`src/rtl/fifo_retx_pkg.sv`:
```
// Shared definitions for the retransmit FIFO: link-layer command codes and
// elaboration-time helpers for sizing and pointer arithmetic.
package fifo_retx_pkg;

  typedef enum logic [1:0] {
    CMD_NOP  = 2'd0,
    CMD_ACK  = 2'd1,
    CMD_NACK = 2'd2,
    CMD_RSVD = 2'd3
  } cmd_e;

  function automatic int clog2(input int value);
    int r;
    r = 0;
    for (int v = value - 1; v > 0; v = v >> 1) begin
      r++;
    end
    return r;
  endfunction

  // Raw pointer distance; the caller truncates to the pointer width, which
  // makes the subtraction modular across the wrap bit.
  function automatic logic [31:0] ptr_diff(input logic [31:0] a, input logic [31:0] b);
    return a - b;
  endfunction

endpackage

```
`src/rtl/fifo_retx_ram.sv`:
```
// Simple dual-port storage for the retransmit FIFO: synchronous write port,
// asynchronous read port so the head word falls through without a bubble.
module fifo_retx_ram
  import fifo_retx_pkg::*;
#(
  parameter int DATA_WIDTH = 32,
  parameter int FIFO_DEPTH = 16,
  localparam int ADDR_WIDTH = clog2(FIFO_DEPTH)
) (
  input  logic                  clk,
  input  logic                  we_i,
  input  logic [ADDR_WIDTH-1:0] waddr_i,
  input  logic [DATA_WIDTH-1:0] wdata_i,
  input  logic [ADDR_WIDTH-1:0] raddr_i,
  output logic [DATA_WIDTH-1:0] rdata_o
);

  logic [DATA_WIDTH-1:0] mem [FIFO_DEPTH];

  always_ff @(posedge clk) begin
    if (we_i) begin
      mem[waddr_i] <= wdata_i;
    end
  end

  assign rdata_o = mem[raddr_i];

endmodule

```
`src/rtl/fifo_retx_buffer.sv`:
```
// Transmit FIFO that holds words until the link layer ACKs them; a NACK rewinds
// the read pointer to the oldest unacknowledged word and counts the retry.
module fifo_retx_buffer
  import fifo_retx_pkg::*;
#(
  parameter int DATA_WIDTH = 32,
  parameter int FIFO_DEPTH = 16,
  parameter int MAX_RETRY  = 3,
  localparam int ADDR_WIDTH = clog2(FIFO_DEPTH),
  localparam int PW         = ADDR_WIDTH + 1,
  localparam int RW         = clog2(MAX_RETRY + 1)
) (
  input  logic                  clk,
  input  logic                  reset_n,
  input  logic [DATA_WIDTH-1:0] s_tdata,
  input  logic                  s_tvalid,
  output logic                  s_tready,
  output logic [DATA_WIDTH-1:0] m_tdata,
  output logic                  m_tvalid,
  input  logic                  m_tready,
  input  logic                  cmd_valid,
  input  logic [1:0]            cmd,
  output logic                  full,
  output logic                  empty,
  output logic [PW-1:0]         level,
  output logic [PW-1:0]         unacked,
  output logic [RW-1:0]         retry_cnt,
  output logic                  retry_err
);

  localparam logic [PW-1:0] DEPTH_P  = PW'(FIFO_DEPTH);
  localparam logic [RW-1:0] MAX_CNT  = RW'(MAX_RETRY);

  logic [PW-1:0] wr_ptr_q, wr_ptr_d;
  logic [PW-1:0] rd_ptr_q, rd_ptr_d;
  logic [PW-1:0] ack_ptr_q, ack_ptr_d;
  logic [RW-1:0] retry_cnt_q, retry_cnt_d;
  logic          retry_err_q, retry_err_d;

  logic wr_fire, rd_fire, is_ack, is_nack;

  assign level    = PW'(ptr_diff(32'(wr_ptr_q), 32'(ack_ptr_q)));
  assign unacked  = PW'(ptr_diff(32'(rd_ptr_q), 32'(ack_ptr_q)));
  assign full     = (level == DEPTH_P);
  assign empty    = (rd_ptr_q == wr_ptr_q);
  assign s_tready = ~full;
  assign m_tvalid = ~empty;

  assign wr_fire = s_tvalid & s_tready;
  assign rd_fire = m_tvalid & m_tready;
  assign is_ack  = cmd_valid & (cmd == CMD_ACK);
  assign is_nack = cmd_valid & (cmd == CMD_NACK);

  always_comb begin
    wr_ptr_d    = wr_ptr_q;
    rd_ptr_d    = rd_ptr_q;
    ack_ptr_d   = ack_ptr_q;
    retry_cnt_d = retry_cnt_q;
    retry_err_d = retry_err_q;

    if (wr_fire) begin
      wr_ptr_d = wr_ptr_q + PW'(1);
    end

    // A rewind overrides a concurrent read: that word goes out again.
    if (is_nack) begin
      rd_ptr_d = ack_ptr_q;
    end else if (rd_fire) begin
      rd_ptr_d = rd_ptr_q + PW'(1);
    end

    // Commit only what was sent before this edge; a same-cycle read joins the next frame.
    if (is_ack) begin
      ack_ptr_d   = rd_ptr_q;
      retry_cnt_d = '0;
    end

    if (is_nack) begin
      if (retry_cnt_q != MAX_CNT) begin
        retry_cnt_d = retry_cnt_q + RW'(1);
      end
      if (retry_cnt_d == MAX_CNT) begin
        retry_err_d = 1'b1;
      end
    end
  end

  always_ff @(posedge clk or negedge reset_n) begin
    if (!reset_n) begin
      wr_ptr_q    <= '0;
      rd_ptr_q    <= '0;
      ack_ptr_q   <= '0;
      retry_cnt_q <= '0;
      retry_err_q <= 1'b0;
    end else begin
      wr_ptr_q    <= wr_ptr_d;
      rd_ptr_q    <= rd_ptr_d;
      ack_ptr_q   <= ack_ptr_d;
      retry_cnt_q <= retry_cnt_d;
      retry_err_q <= retry_err_d;
    end
  end

  assign retry_cnt = retry_cnt_q;
  assign retry_err = retry_err_q;

  fifo_retx_ram #(
    .DATA_WIDTH (DATA_WIDTH),
    .FIFO_DEPTH (FIFO_DEPTH)
  ) u_ram (
    .clk     (clk),
    .we_i    (wr_fire),
    .waddr_i (wr_ptr_q[ADDR_WIDTH-1:0]),
    .wdata_i (s_tdata),
    .raddr_i (rd_ptr_q[ADDR_WIDTH-1:0]),
    .rdata_o (m_tdata)
  );

endmodule
```
`config.mk`:
```
export PLATFORM = sky130hd
export DESIGN_NAME = fifo_retx_buffer
export DESIGN_NICKNAME = d
export VERILOG_FILES = /design/src/rtl/fifo_retx_pkg.sv /design/src/rtl/fifo_retx_ram.sv /design/src/rtl/fifo_retx_buffer.sv
export SDC_FILE = /design/constraint.sdc
export NUM_CORES = 1
export LEC_CHECK = 0
export ABC_AREA = 1
export BUFFER_PORTS_ARGS = -buffer_cell sky130_fd_sc_hd__buf_2
export CAP_MARGIN = 15
export CORE_MARGIN = 1.5
export CORE_UTILIZATION = 45
export CTS_CLUSTER_DIAMETER = 80
export DETAILED_ROUTE_END_ITERATION = 6
export PLACE_DENSITY = 0.76
export SYNTH_ARGS = -nofsm -noshare
export SYNTH_HDL_FRONTEND = slang
export SYNTH_SLANG_ARGS = --single-unit
```
`constraint.sdc`:
```
create_clock -name clk -period 3.5 [get_ports clk]
set_input_delay 0.7 -clock clk [delete_from_list [all_inputs] [get_ports clk]]
set_output_delay 0.7 -clock clk [all_outputs]
set_load 0.01 [all_outputs]
```
==> impl_metrics.tcl <==
set metrics [dict create \
    outcome "complete, but fails checks" \
    violations "design-rule violations" \
    totalWireLength_um 49720 \
    dieWidth_um 221.1 \
    cts_buffers 51 \
    die_area_mm2 0.04888 \
    cts_max_path_buffers 3 \
    ys_seq_area_frac 0.7394 \
    final_area_mm2 0.02423 \
    num_io_pins 88 \
    clk_latency_ps 580 \
    core-area_mm2 0.04675 \
    wire_per_inst_um 20.85 \
    worst_clock_skew_ps 17.19 \
    synthCells 1670 \
    vias_per_cell 5.757 \
    synth_area_leaders "edfxtp_1, nor2_1, o21ai_0, nand2_1, o211ai_1" \
    yosys.area_share.simple 0.1084 \
    antenna_found_initial 1 \
    synth-compound-area-share 0.1063 \
    hpwl_um 27240 \
    register_area_mm2 0.01583 \
    post_cts_resized 0 \
    crit_required_ps 2800 \
    placed_area_mm2 0.02254 \
    placed_cells 2287 \
    clkTransAtPathRegs_ps 60 \
    synth_largest_area_cell "edfxtp_1" \
    met1_usage 0.2787 \
    synth_area_mm2 0.02140 \
    synthAdderAreaFrac 0.01005 \
    area_delta_synth_final_pct 13.20 \
    fmax_mhz 297.8 \
    synthMuxAreaShare 0 \
    synth_top_area_frac 0.7183 \
    period_needed_ps 3358 \
    yosys-top-cells-count "edfxtp_1, nor2_1, o21ai_0, nand2_1, nand3_1" \
    synth_top_family_by_area "simple AND/OR/NAND/NOR gates" \
    path_buf_inv 2 \
    path_cells "buf_12 -> o21ai_0 -> o22ai_1 -> nand2_1 -> nand3_1 -> buf_2" \
    nets 1793 \
    first_pass_iters 7 \
    ys_ff_latch 530 \
    drc 5 \
    cts_hold_buf 0 \
    hold_path_class "input port to async pin" \
    grt_pass1_wl_um 76220 \
    yosys_most_used_dff "edfxtp_1" \
    num_vias 13730 \
    relSlewSlack 0.2111 \
    grt_pass1_vias 13230 \
    synth_most_common_cell "edfxtp_1" \
    grt_overflow_total 0 \
    diodes 0 \
    drv_cap 0 \
    startpoint_type "flop" \
    fill_cells 3789 \
    track_usage 0.1994 \
    drive_gt1_frac 0.1334 \
    critPathMaxStageDelay_ps 650 \
    drtIter0Drc 1677 \
    ant_nets 0 \
    fin_crit_sh 0.9595 \
    worst_slack_ps 141.6 \
    rsz0062_at_grt "false" \
    hold_viol 0 \
    cp_max_fo 95 \
    synthesis.nets 1725 \
    io_buffers 87 \
    htree_num_levels 2 \
    gr-max-usage-layer "met2" \
    grt_use_met3 0.03147 \
    syn_avg_cell_area_um2 12.82 \
    clkSinkCount 530 \
    finalSetupViolations 0 \
    cts_tree "yes" \
    path_delay_family "flip-flops" \
    synth-edff-count 512 \
    end_kind "primary output" \
    final_util 0.5182 \
    p_leak_nw 8.089 \
    gp_congestion 0.7873 \
    drv_slew 0 \
    path_class "flop to primary output" \
    worst_pin_slew_ps 1180 \
    synthXorXnorAreaFrac 0.004092 \
    hold_ws_ps 59.36 \
    fp.dieH_um 221.1 \
    root_buffer "clkbuf_16" \
    critPathSlowestCell "dfrtp_4" \
    ys_types 31 \
    grt_max_degree 132 \
    post-place-ws_ps 170.2 \
    multi_input_area_mm2 0.005040 \
    arrival_ps 2660 \
    post_cts_buffers 0 \
    instances_no_fill 2384 \
    peakVddDrop_mv 0.5108 \
    power_density_mw_per_mm2 842.0 \
    grtUsageMet2 0.3189 \
    yosysWarnings 0 \
    synthArstFlopShare 0.03396 \
    rows 79 \
    crit_cells 6 \
    worstRegToRegCells 12 \
    start_util 0.4578 \
]
## layout make-up
| class | instances | share of cell area |
|---|---|---|
| clock inverter | 33 | 0.01152 |
| timing repair buffer | 118 | 0.03563 |
| tap | 607 | 0.03135 |
| sequential | 530 | 0.6535 |
| clock buffer | 59 | 0.05479 |
| multi-input combinational | 1005 | 0.2080 |
| inverter | 32 | 0.005164 |
## report_power, final
part | switching (mW) | total, mW | leakage (nW) | internal (mW)
clock network | 2.28 | 5.29 | 0.781 | 3.01
logic | 4.88 | 7.16 | 2.46 | 2.28
registers | 0.316 | 7.95 | 4.85 | 7.63
## path summary, 6_finish.rpt
check	startpoint	to	slack (ps)
min in group clk	s_tvalid	wr_ptr_q[4]$_DFFE_PN0P_	430
worst min-delay path	reset_n	retry_cnt[1]$_DFF_PN0_	60
worst max register to register	wr_ptr_q[0]$_DFFE_PN0P_	u_ram.mem[4][17]$_DFFE_PP_	230
worst min register to register	retry_err$_DFFE_PN0P_	retry_err$_DFFE_PN0P_	460
worst max-delay path	rd_ptr_q[1]$_DFFE_PN0P_	m_tdata[17]	140
max in group asynchronous	reset_n	rd_ptr_q[0]$_DFFE_PN0P_	3090
## worst reg2reg max path: stages (launching register included)
cell and delay (ps):
dfrtp_1 380, inv_1 120, ha_1 180, inv_1 70, fa_1 410, nand3_1 130
nand2_1 70, nand2_1 80, nand2_2 70, nand3_4 60, nand2_2 170, nor2_4 940
buf_4 320
## state kept, by name, indices dropped and copies added, names as in the netlist
| name | cells |
|---|---|
| rd_ptr_q | 5 |
| retry_cnt | 2 |
| ack_ptr_q | 5 |
| u_ram.mem | 512 |
| retry_err | 1 |
| wr_ptr_q | 5 |
## routing by layer
metal	share of wire	wire length, µm	up-vias
met5	0.00018	9	-
li1	-	-	6227
met4	0.028	1406	2
met3	0.086	4254	98
met1	0.41	20190	6717
met2	0.48	23860	681
## cells by family (layout without fill, tap and decap cells)
family,Yosys count,count (layout)
xor gates and xnor gates,10,10
adders and majority gates,16,16
and+or+nand+nor,572,574
AOI/OAI and AO/OA,405,405
DFF,530,530
buffers and inverters,137,242
## per-stage QoR
step                      total power, mW  setup TNS [ps]
after global placement              14.97               0
after detailed placement            15.17               0
final                               20.40               0
after CTS                           20.47               0
after global routing                21.49               0
after floorplan                     12.66          -83160
## placed cells by master (no fill, tap or decap), types with 2 or more instances in the layout
master      count
edfxtp_1      512
nor2_1        316
o21ai_0       234
nand2_1       133
buf_2          87
nand3_1        85
o211ai_1       65
o22ai_1        65
clkbuf_16      52
o21ai_1        36
inv_1          27
nor2_4         17
nor2_2         16
buf_4          16
dfrtp_1        15
ha_1           14
buf_12         14
clkinv_1       13
clkinv_2        9
xor2_1          8
clkbuf_1        7
inv_2           4
nand2_2         4
bufinv_16       4
a21oi_1         3
clkinvlp_4      3
inv_6           2
xnor2_1         2
fa_1            2
clkinv_4        2
dfrtp_4         2
Note: power is estimated with default switching activity, not from simulation.
